[config.mk]
export PLATFORM = sky130hd
export DESIGN_NAME = lcd_ctrl
export DESIGN_NICKNAME = d
export VERILOG_FILES = /design/src/rtl/lcd_pkg.sv /design/src/rtl/lcd_timer.sv /design/src/rtl/lcd_ctrl.sv
export SDC_FILE = /design/constraint.sdc
export NUM_CORES = 1
export LEC_CHECK = 0
export ABC_CLOCK_PERIOD_IN_PS = 3000
export CORE_MARGIN = 5
export CORE_UTILIZATION = 52
export DETAILED_ROUTE_END_ITERATION = 10
export HOLD_SLACK_MARGIN = 0.06
export PLACE_DENSITY = 0.79
export SYNTH_ARGS = -nofsm -noshare
export SYNTH_HDL_FRONTEND = slang
export SYNTH_SLANG_ARGS = --single-unit
[constraint.sdc]
create_clock -name i_clk -period 3 [get_ports i_clk]
set_input_delay 0.6 -clock i_clk [delete_from_list [all_inputs] [get_ports i_clk]]
set_output_delay 0.6 -clock i_clk [all_outputs]
set_load 0.05 [all_outputs]
[src/rtl/lcd_pkg.sv]
`default_nettype none
// ============================================================================
// Module      : lcd_pkg
// Description : Shared types and constants for the HD44780-style LCD driver.
//               Holds the FSM state encoding, the power-up initialisation
//               byte sequence and the microsecond-to-cycle helper.
//               The init constants are only used when LCD_INIT_EN is defined.
// Revision    : 1.0 - initial release
// ============================================================================
package lcd_pkg;

    typedef enum logic [2:0] {
        ST_IDLE     = 3'd0,
        ST_SETUP    = 3'd1,
        ST_PULSE    = 3'd2,
        ST_HOLD     = 3'd3,
        ST_WAIT     = 3'd4,
        ST_INIT_PWR = 3'd5
    } lcd_state_e;

    // Power-on settle time before the first init command.
    localparam int c_pwr_us = 15000;

    // Init sequence, issued from byte 0 (LSB) upwards:
    // function set x3, display on, clear, entry mode.
    localparam int c_init_len = 6;
    localparam logic [c_init_len*8-1:0] c_init_rom =
        {8'h06, 8'h01, 8'h0C, 8'h38, 8'h38, 8'h38};

    function automatic logic [7:0] init_byte(input logic [2:0] idx);
        return c_init_rom[int'(idx)*8 +: 8];
    endfunction

    function automatic int us_to_cyc(input int us, input int clk_hz);
        return us * (clk_hz / 1_000_000);
    endfunction

    function automatic int max_int(input int a, input int b);
        return (a > b) ? a : b;
    endfunction

endpackage
`default_nettype wire

[src/rtl/lcd_timer.sv]
`default_nettype none
// ============================================================================
// Module      : lcd_timer
// Description : Loadable down-counter with zero flag, shared by every FSM
//               phase. It stops at zero and never wraps.
// Ports       : i_clk      - clock
//               i_reset    - synchronous reset, active-low (loads RST_VAL)
//               i_load     - load i_load_val this edge
//               i_load_val - value to load (phase length - 1)
//               o_zero     - counter is at zero
// Revision    : 1.0 - initial release
// ============================================================================
module lcd_timer #(
    parameter int               WIDTH   = 8,
    parameter logic [WIDTH-1:0] RST_VAL = '0
) (
    input  logic             i_clk,
    input  logic             i_reset,
    input  logic             i_load,
    input  logic [WIDTH-1:0] i_load_val,
    output logic             o_zero
);

    logic [WIDTH-1:0] r_cnt_q;
    logic [WIDTH-1:0] w_cnt_d;

    always_comb begin
        w_cnt_d = r_cnt_q;
        if (i_load) begin
            w_cnt_d = i_load_val;
        end else if (r_cnt_q != '0) begin
            w_cnt_d = r_cnt_q - WIDTH'(1);
        end
    end

    always_ff @(posedge i_clk) begin
        if (!i_reset) begin
            r_cnt_q <= RST_VAL;
        end else begin
            r_cnt_q <= w_cnt_d;
        end
    end

    assign o_zero = (r_cnt_q == '0);

endmodule
`default_nettype wire

[src/rtl/lcd_ctrl.sv]
`default_nettype none
// ============================================================================
// Module      : lcd_ctrl
// Description : HD44780-style character LCD write driver. Accepts one
//               command/data byte per valid/ready handshake and generates
//               setup -> EN pulse -> hold -> execution wait on the LCD pins.
//               Clear/home commands (RS=0, DB[7:2]=0) get the long wait.
//               Optional macro LCD_INIT_EN: after reset, wait 15 ms and issue
//               the power-up init sequence before the first IDLE.
// Ports       : i_clk, i_reset (sync, active-low)
//               i_valid/o_ready/o_busy - request handshake
//               i_rs, i_data           - byte to write
//               i_lcd_on               - LCD power request
//               o_lcd_data/rs/rw/en/on - LCD pins
// Revision    : 1.0 - initial release
// ============================================================================
module lcd_ctrl
    import lcd_pkg::*;
#(
    parameter int CLK_FREQ_HZ   = 50_000_000,
    parameter int SETUP_CYC     = 4,
    parameter int EN_CYC        = 12,
    parameter int HOLD_CYC      = 4,
    parameter int SHORT_WAIT_US = 40,
    parameter int LONG_WAIT_US  = 1640
) (
    input  logic       i_clk,
    input  logic       i_reset,
    input  logic       i_valid,
    output logic       o_ready,
    input  logic       i_rs,
    input  logic [7:0] i_data,
    input  logic       i_lcd_on,
    output logic [7:0] o_lcd_data,
    output logic       o_lcd_rs,
    output logic       o_lcd_rw,
    output logic       o_lcd_en,
    output logic       o_lcd_on,
    output logic       o_busy
);

    localparam int c_short_cyc = us_to_cyc(SHORT_WAIT_US, CLK_FREQ_HZ);
    localparam int c_long_cyc  = us_to_cyc(LONG_WAIT_US, CLK_FREQ_HZ);
`ifdef LCD_INIT_EN
    localparam int c_pwr_cyc   = us_to_cyc(c_pwr_us, CLK_FREQ_HZ);
`else
    localparam int c_pwr_cyc   = 1;
`endif
    localparam int c_max_cyc   = max_int(max_int(max_int(SETUP_CYC, EN_CYC),
                                                 max_int(HOLD_CYC, c_long_cyc)),
                                         max_int(c_short_cyc, c_pwr_cyc));
    localparam int c_tw        = $clog2(c_max_cyc + 1);

    localparam logic [c_tw-1:0] c_setup_ld = c_tw'(SETUP_CYC - 1);
    localparam logic [c_tw-1:0] c_en_ld    = c_tw'(EN_CYC - 1);
    localparam logic [c_tw-1:0] c_hold_ld  = c_tw'(HOLD_CYC - 1);
    localparam logic [c_tw-1:0] c_short_ld = c_tw'(c_short_cyc - 1);
    localparam logic [c_tw-1:0] c_long_ld  = c_tw'(c_long_cyc - 1);
`ifdef LCD_INIT_EN
    localparam lcd_state_e      c_rst_state = ST_INIT_PWR;
    localparam logic [c_tw-1:0] c_tmr_rst   = c_tw'(c_pwr_cyc - 1);
    localparam logic [2:0]      c_idx_len   = 3'(c_init_len);
`else
    localparam lcd_state_e      c_rst_state = ST_IDLE;
    localparam logic [c_tw-1:0] c_tmr_rst   = '0;
`endif

    lcd_state_e      r_state_q, w_state_d;
    logic [7:0]      r_lcd_data_q, w_lcd_data_d;
    logic            r_lcd_rs_q, w_lcd_rs_d;
    logic            r_lcd_en_q, w_lcd_en_d;
    logic            r_lcd_on_q;
    logic            w_ready;
    logic            w_is_long;
    logic            w_tmr_load;
    logic [c_tw-1:0] w_tmr_val;
    logic            w_tmr_zero;
`ifdef LCD_INIT_EN
    logic [2:0]      r_init_idx_q, w_init_idx_d;
`endif

    lcd_timer #(
        .WIDTH   (c_tw),
        .RST_VAL (c_tmr_rst)
    ) u_timer (
        .i_clk      (i_clk),
        .i_reset    (i_reset),
        .i_load     (w_tmr_load),
        .i_load_val (w_tmr_val),
        .o_zero     (w_tmr_zero)
    );

    // Byte is latched on accept and stable through WAIT, so the wait length
    // can be decided from the registered copy.
    assign w_is_long = !r_lcd_rs_q && (r_lcd_data_q[7:2] == 6'd0);

    // ---------------- state register ----------------
    always_ff @(posedge i_clk) begin
        if (!i_reset) begin
            r_state_q    <= c_rst_state;
            r_lcd_data_q <= 8'h00;
            r_lcd_rs_q   <= 1'b0;
            r_lcd_en_q   <= 1'b0;
            r_lcd_on_q   <= 1'b0;
`ifdef LCD_INIT_EN
            r_init_idx_q <= 3'd0;
`endif
        end else begin
            r_state_q    <= w_state_d;
            r_lcd_data_q <= w_lcd_data_d;
            r_lcd_rs_q   <= w_lcd_rs_d;
            r_lcd_en_q   <= w_lcd_en_d;
            r_lcd_on_q   <= i_lcd_on;
`ifdef LCD_INIT_EN
            r_init_idx_q <= w_init_idx_d;
`endif
        end
    end

    // ---------------- next-state logic ----------------
    always_comb begin
        w_state_d    = r_state_q;
        w_lcd_data_d = r_lcd_data_q;
        w_lcd_rs_d   = r_lcd_rs_q;
        w_tmr_load   = 1'b0;
        w_tmr_val    = c_setup_ld;
`ifdef LCD_INIT_EN
        w_init_idx_d = r_init_idx_q;
`endif
        case (r_state_q)
            ST_IDLE: begin
                if (i_valid) begin
                    w_state_d    = ST_SETUP;
                    w_lcd_data_d = i_data;
                    w_lcd_rs_d   = i_rs;
                    w_tmr_load   = 1'b1;
                    w_tmr_val    = c_setup_ld;
                end
            end
            ST_SETUP: begin
                if (w_tmr_zero) begin
                    w_state_d  = ST_PULSE;
                    w_tmr_load = 1'b1;
                    w_tmr_val  = c_en_ld;
                end
            end
            ST_PULSE: begin
                if (w_tmr_zero) begin
                    w_state_d  = ST_HOLD;
                    w_tmr_load = 1'b1;
                    w_tmr_val  = c_hold_ld;
                end
            end
            ST_HOLD: begin
                if (w_tmr_zero) begin
                    w_state_d  = ST_WAIT;
                    w_tmr_load = 1'b1;
                    w_tmr_val  = w_is_long ? c_long_ld : c_short_ld;
                end
            end
`ifdef LCD_INIT_EN
            // Power-up wait and every init write's wait both fall through
            // to the next ROM byte until the sequence is exhausted.
            ST_WAIT, ST_INIT_PWR: begin
                if (w_tmr_zero) begin
                    if (r_init_idx_q != c_idx_len) begin
                        w_state_d    = ST_SETUP;
                        w_lcd_data_d = init_byte(r_init_idx_q);
                        w_lcd_rs_d   = 1'b0;
                        w_init_idx_d = r_init_idx_q + 3'd1;
                        w_tmr_load   = 1'b1;
                        w_tmr_val    = c_setup_ld;
                    end else begin
                        w_state_d = ST_IDLE;
                    end
                end
            end
`else
            ST_WAIT: begin
                if (w_tmr_zero) begin
                    w_state_d = ST_IDLE;
                end
            end
`endif
            default: begin
                w_state_d = ST_IDLE;
            end
        endcase
    end

    // ---------------- output logic ----------------
    // EN is registered from the next state so the pin is glitch-free and
    // still drops on the same edge as a reset.
    always_comb begin
        w_ready    = (r_state_q == ST_IDLE);
        w_lcd_en_d = (w_state_d == ST_PULSE);
    end

    assign o_ready    = w_ready;
    assign o_busy     = !w_ready;
    assign o_lcd_data = r_lcd_data_q;
    assign o_lcd_rs   = r_lcd_rs_q;
    assign o_lcd_rw   = 1'b0;
    assign o_lcd_en   = r_lcd_en_q;
    assign o_lcd_on   = r_lcd_on_q;

endmodule
`default_nettype wire

==> metrics.cfg, run 1 <==
[timing]
period_share=0.876
worst_slew_margin_rel=0.582
finalSetupViolations=0
fin_crit_ns=2.63
setup_ws_ns=0.371
worst_pin_slew_ns=0.624
slew_violations=0
fin_skew_ns=0.0128
holdWs_ns=0.474
rsz0062_at_grt=false
setup_tns_ns=0
hold_violations=0
fmax_mhz=380

[setup_path]
crit-reg2reg-capture=u_timer.r_cnt_q[7]
path_class=flip-flop to output port
crit_start=r_state_q[1]
rr_startpoint=u_timer.r_cnt_q[12]
r2r_cells=4
cp.required_ns=2.40
end_kind=output port
cp_max_fo=10
cp.arrival_ns=2.03
r2r_slack_ns=0.50
startpoint_type=flip-flop

[routing]
wl_mm=3.79
drtPass1Iterations=6
num_vias=1482
ant_nets=0
vias_per_cell=6.18
drt_iter0_drc=107
avgRoutedWirePerCell_um=15.8
drc=0

[flow_run]
maxCapViolations=0

[layout]
fin_cells=240
final_cell_mix=dfxtp_1 (31), nand2_1 (27), clkdlybuf4s50_1 (25), nor4_1 (10), o21ai_0 (10)
synthToLayoutAreaGrowth_pct=20.6
diodes=0
fin_util=0.667
mostFrequentLayoutCell=dfxtp_1
drive_gt1_frac=0.0909
nets=225

[clocking]
post_cts_buffers=0
clockBufferDepth=2
clkLatencyLatePin_ns=0.34
cts_resized=0
cts.reportedPaths.clkPinSlew_ns=0.09
clock-root-buffer=clkbuf_4
numCtsBuffers=5
cts.sink_count=31
h-tree-depth=2
cts_tree=done
ctsHoldBuffers=0

[die]
die_w_um=64.6
std_cell_rows=19
coreArea_um2=2810
die_area_um2=4180
io_pins=27
die_y_um=64.6
initial_core_util=0.553

[global_route]
grt_pass1_vias=1369
grt_pass1_wl_mm=6.33
gr-total-overflow=0
antenna_found_initial=0
groute.usage.overall=0.193
grt_start_max_net_pins=21

[yosys]
synthesis.nets=200
yosysWarnings=0
yosys_register_bits=31
synth_cells=185
ys_seq_area_frac=0.400
avgSynthCellArea_um2=8.39
synthesis.area_um2=1550
ys_types=43

[power_and_ir_drop]
switching_share=0.480
cellPowerDensity_nw_per_um2=1260
intPower_w=0.00123
p_switching_w=0.00113
leakagePower_nw=0.719
power.share.clock=0.092
vdd_ir_drop_max_mv=0.558
seqPwrFrac=0.288
p_comb_frac=0.620

[place]
hpwl_mm=2.76
pre_cts_slack_ns=0.445
gp_congestion=0.841
dp.cells=234
io_buffers=25

[run_status]
status=complete, no violations

[worst_hold_path]
hold_class=flip-flop to flip-flop
whs_path_depth=2
hp-start=o_lcd_data[1]
min_to=o_lcd_data[1]

[through the flow]
stage               power, W  instance area (um^2)
floorplan            0.00174                  1550
global placement     0.00204                  1830
detailed placement   0.00212                  1830
CTS                  0.00234                  1870
global route         0.00253                  1870
finish               0.00236                  1870
[registers in the layout (all words and copies together), names as in the netlist]
| name | count |
|---|---|
| o_lcd_on | 1 |
| r_state_q | 3 |
| o_lcd_data | 8 |
| o_lcd_en | 1 |
| o_lcd_rs | 1 |
| u_timer.r_cnt_q | 17 |
[critical path, stage by stage (launching register included)]
cell and delay [ns]:
dfxtp_1 0.41, or3_1 0.42, inv_1 0.06, clkdlybuf4s50_1 0.80
[layout make-up]
class | instances | area, um^2
clock buffers | 6 | 41.3
fillers | 231 | 933
inverters | 4 | 15.0
multi-input cells | 137 | 861
flip-flops and latches | 31 | 621
well taps | 31 | 38.8
repair buffers | 31 | 295
[how the worst max path moves through the flow]
| stage | to | slack [ns] | cells past startpoint |
|---|---|---|---|
| after floorplan | u_timer.r_cnt_q[1] | 0.74 | 5 |
| after global placement | u_timer.r_cnt_q[14] | 0.55 | 5 |
| after detailed placement | u_timer.r_cnt_q[7] | 0.44 | 5 |
| after CTS | o_ready | 0.37 | 3 |
| after global routing | o_ready | 0.26 | 3 |
| final | o_ready | 0.37 | 3 |
[Yosys cell counts]
master	n	share of area
ha_1	2	0.016
nor2b_1	2	0.0081
buf_2	1	0.0032
nor4_1	10	0.040
xor2_1	1	0.0056
o22ai_1	2	0.0081
or4b_1	1	0.0065
a21boi_0	9	0.044
o211a_1	2	0.013
conb_1	1	0.0024
nor2_1	7	0.017
inv_1	4	0.0097
clkbuf_1	10	0.024
nor3_1	2	0.0065
and3_1	1	0.0040
a21o_1	1	0.0048
or4b_2	1	0.0065
o211ai_1	1	0.0048
o21ai_0	10	0.032
nand3_1	1	0.0032
dfxtp_1	31	0.40
o21a_1	1	0.0048
nor4b_1	1	0.0056
or4_4	3	0.022
xnor2_1	6	0.034
o2111ai_1	1	0.0056
or3_1	7	0.028
buf_6	1	0.0073
o311a_1	1	0.0065
or2_2	2	0.0081
buf_4	1	0.0048
o31a_1	1	0.0056
or4_1	8	0.039
nand2_1	27	0.065
a21oi_1	9	0.029
a2111o_1	1	0.0073
a311oi_1	1	0.0056
a211oi_1	1	0.0048
nand4_1	2	0.0081
nand2b_1	4	0.016
and2_1	3	0.012
a21bo_2	1	0.0065
o31ai_1	3	0.015
[layer usage]
metal / wire length (um) / GRT usage
met5: 0 / 0
met3: 267 / 0.0777
met2: 1870 / 0.323
met1: 1600 / 0.225
met4: 48 / 0.0607
[power by group through the flow]
stage                     Sequential (W)  Clock (W)  Combinational, W
after global routing            0.000701   0.000240           0.00159
final                           0.000679   0.000217           0.00146
after floorplan                 0.000715          0           0.00102
after detailed placement        0.000682          0           0.00144
after global placement          0.000669          0           0.00138
after CTS                       0.000674   0.000220           0.00145
[cells by family (layout without fill, tap and decap cells)]
logic type | count (synthesis) | count (layout) | share of synthesized area
buffers and inverters | 17 | 41 | 0.0492
xor gates and xnor gates | 7 | 7 | 0.0395
adders and majority gates | 2 | 2 | 0.0161
other | 1 | 1 | 0.00242
and+or+nand+nor | 82 | 82 | 0.296
DFF | 31 | 31 | 0.400
AOI/OAI and AO/OA | 45 | 45 | 0.197
Note: power is estimated with default switching activity, not from simulation.
==> run 2: changes to the inputs <==
- ABC_CLOCK_PERIOD_IN_PS: 3000 -> 3180
- CORE_UTILIZATION: 52 -> 55
- PLACE_DENSITY: 0.79 -> 0.83
- clock period: 3 -> 3.18 ns (I/O delays scaled with it)
==> run 2 against run 1 <==
Compared with the run above:
- critical path depth is the same
- routed wire length down 1.6%
- worst hold slack improved by 0.014 ns
- sequential cell count is the same
- register-to-register slack better by 0.23 ns
- die area shrank 4.6%
- sequential share of layout area up 0.52 points
- count of clock-buffer cells in the layout did not move
- critical path type unchanged
- largest power group unchanged
- highest routed layer unchanged
==> metrics.cfg, run 2 (same netlist as run 1, synthesis figures left out) <==
[global_route]
grt_pass1_wl_mm=6.39
grt_start_max_net_pins=21
grt_pass1_vias=1439
gr-total-overflow=0
groute.usage.overall=0.205
antenna_found_initial=0
grtUsageMet2=0.335
top_usage_layer=met2
met1_usage=0.227
grt_use_met3=0.0622

[routing]
avgRoutedWirePerCell_um=15.7
wl_mm=3.73
ant_nets=0
drc=0
drtPass1Iterations=4
drt_iter0_drc=102
vias_per_cell=6.05
num_vias=1433

[worst_hold_path]
whs_path_depth=2
hp-start=o_lcd_data[1]
hold_class=flip-flop to flip-flop

[clocking]
cts_tree=done
h-tree-depth=2
clkLatencyLatePin_ns=0.33
clock-root-buffer=clkbuf_4
cts.reportedPaths.clkPinSlew_ns=0.08
cts.sink_count=31
cts_resized=0
clockBufferDepth=2
numCtsBuffers=5
post_cts_buffers=0
ctsHoldBuffers=0

[flow_run]
maxCapViolations=0

[timing]
fmax_mhz=380
rsz0062_at_grt=false
fin_crit_ns=2.63
finalSetupViolations=0
holdWs_ns=0.488
worst_pin_slew_ns=1.10
period_share=0.828
slew_violations=0
worst_slew_margin_rel=0.259
fin_skew_ns=0.00829
setup_ws_ns=0.548
setup_tns_ns=0
hold_violations=0

[setup_path]
r2r_cells=5
worstPathCellList=or3_1, inv_1, clkdlybuf4s50_1
path_class=flip-flop to output port
cp.required_ns=2.54
startpoint_type=flip-flop
end_kind=output port
rr_startpoint=u_timer.r_cnt_q[12]
slowest_stage=clkdlybuf4s50_1
crit_start=r_state_q[1]
cp_max_fo=10
max_stage_delay_ns=0.79
cp.arrival_ns=2.00

[run_status]
status=complete, no violations

[place]
hpwl_mm=2.75
placed_area_um2=1800
pre_cts_slack_ns=0.449
io_buffers=25
gp_congestion=0.877

[die]
std_cell_rows=19
coreArea_um2=2730
die_w_um=63.1
die_y_um=63.1
die_area_um2=3980
initial_core_util=0.568
io_pins=27

[power_and_ir_drop]
cellPowerDensity_nw_per_um2=1170
vdd_ir_drop_max_mv=1.14
leakagePower_nw=0.702

[layout]
top_register=u_timer.r_cnt_q
mostFrequentLayoutCell=dfxtp_1
largest_reg_flops=17
drive_gt1_frac=0.0728
diodes=0
synthToLayoutAreaGrowth_pct=18.8
final_cell_mix=dfxtp_1 (31), nand2_1 (27), clkdlybuf4s50_1 (25), nor4_1 (10), o21ai_0 (10)
nets=222
stdcell_area_um2=1840

-- run 2: stage by stage --
step	power, W	std cells	util
after floorplan	0.00164	185	-
after global placement	0.00187	231	0.659
after detailed placement	0.00194	231	0.659
after CTS	0.00216	237	0.674
after global routing	0.00234	237	0.674
final	0.00216	237	0.674
-- run 2: path summary, 6_finish.rpt --
check	to	slack (ns)
min	o_lcd_data[1]	0.49
max reg2reg	u_timer.r_cnt_q[3]	0.73
min reg2reg	o_lcd_data[1]	0.49
max	o_ready	0.55
-- run 2: final cells by class --
class                           count  area (um^2)
Clock buffer                        6         41.3
Fill cell                         239          891
Inverter                            4         15.0
Multi-Input combinational cell    137          855
Sequential cell                    31          621
Tap cell                           31         38.8
Timing Repair Buffer               28          273
-- run 2: worst max-delay path, delay by kind of cell, from the launching register on --
kind | cells | cell delay (ns)
buffers and inverters | 2 | 0.85
DFF | 1 | 0.40
and+or+nand+nor | 1 | 0.42
-- run 2: routing by layer --
layer | routed length (um) | share of wire
met1 | 1490 | 0.40
met2 | 1800 | 0.48
met3 | 264 | 0.071
met4 | 174 | 0.047
met5 | 0 | 0
-- run 2: power by group --
group | internal, W | switching [W]
clock network | 0.0000784 | 0.000122
logic | 0.000523 | 0.000793
registers | 0.000514 | 0.000127
total | 0.00112 | 0.00104
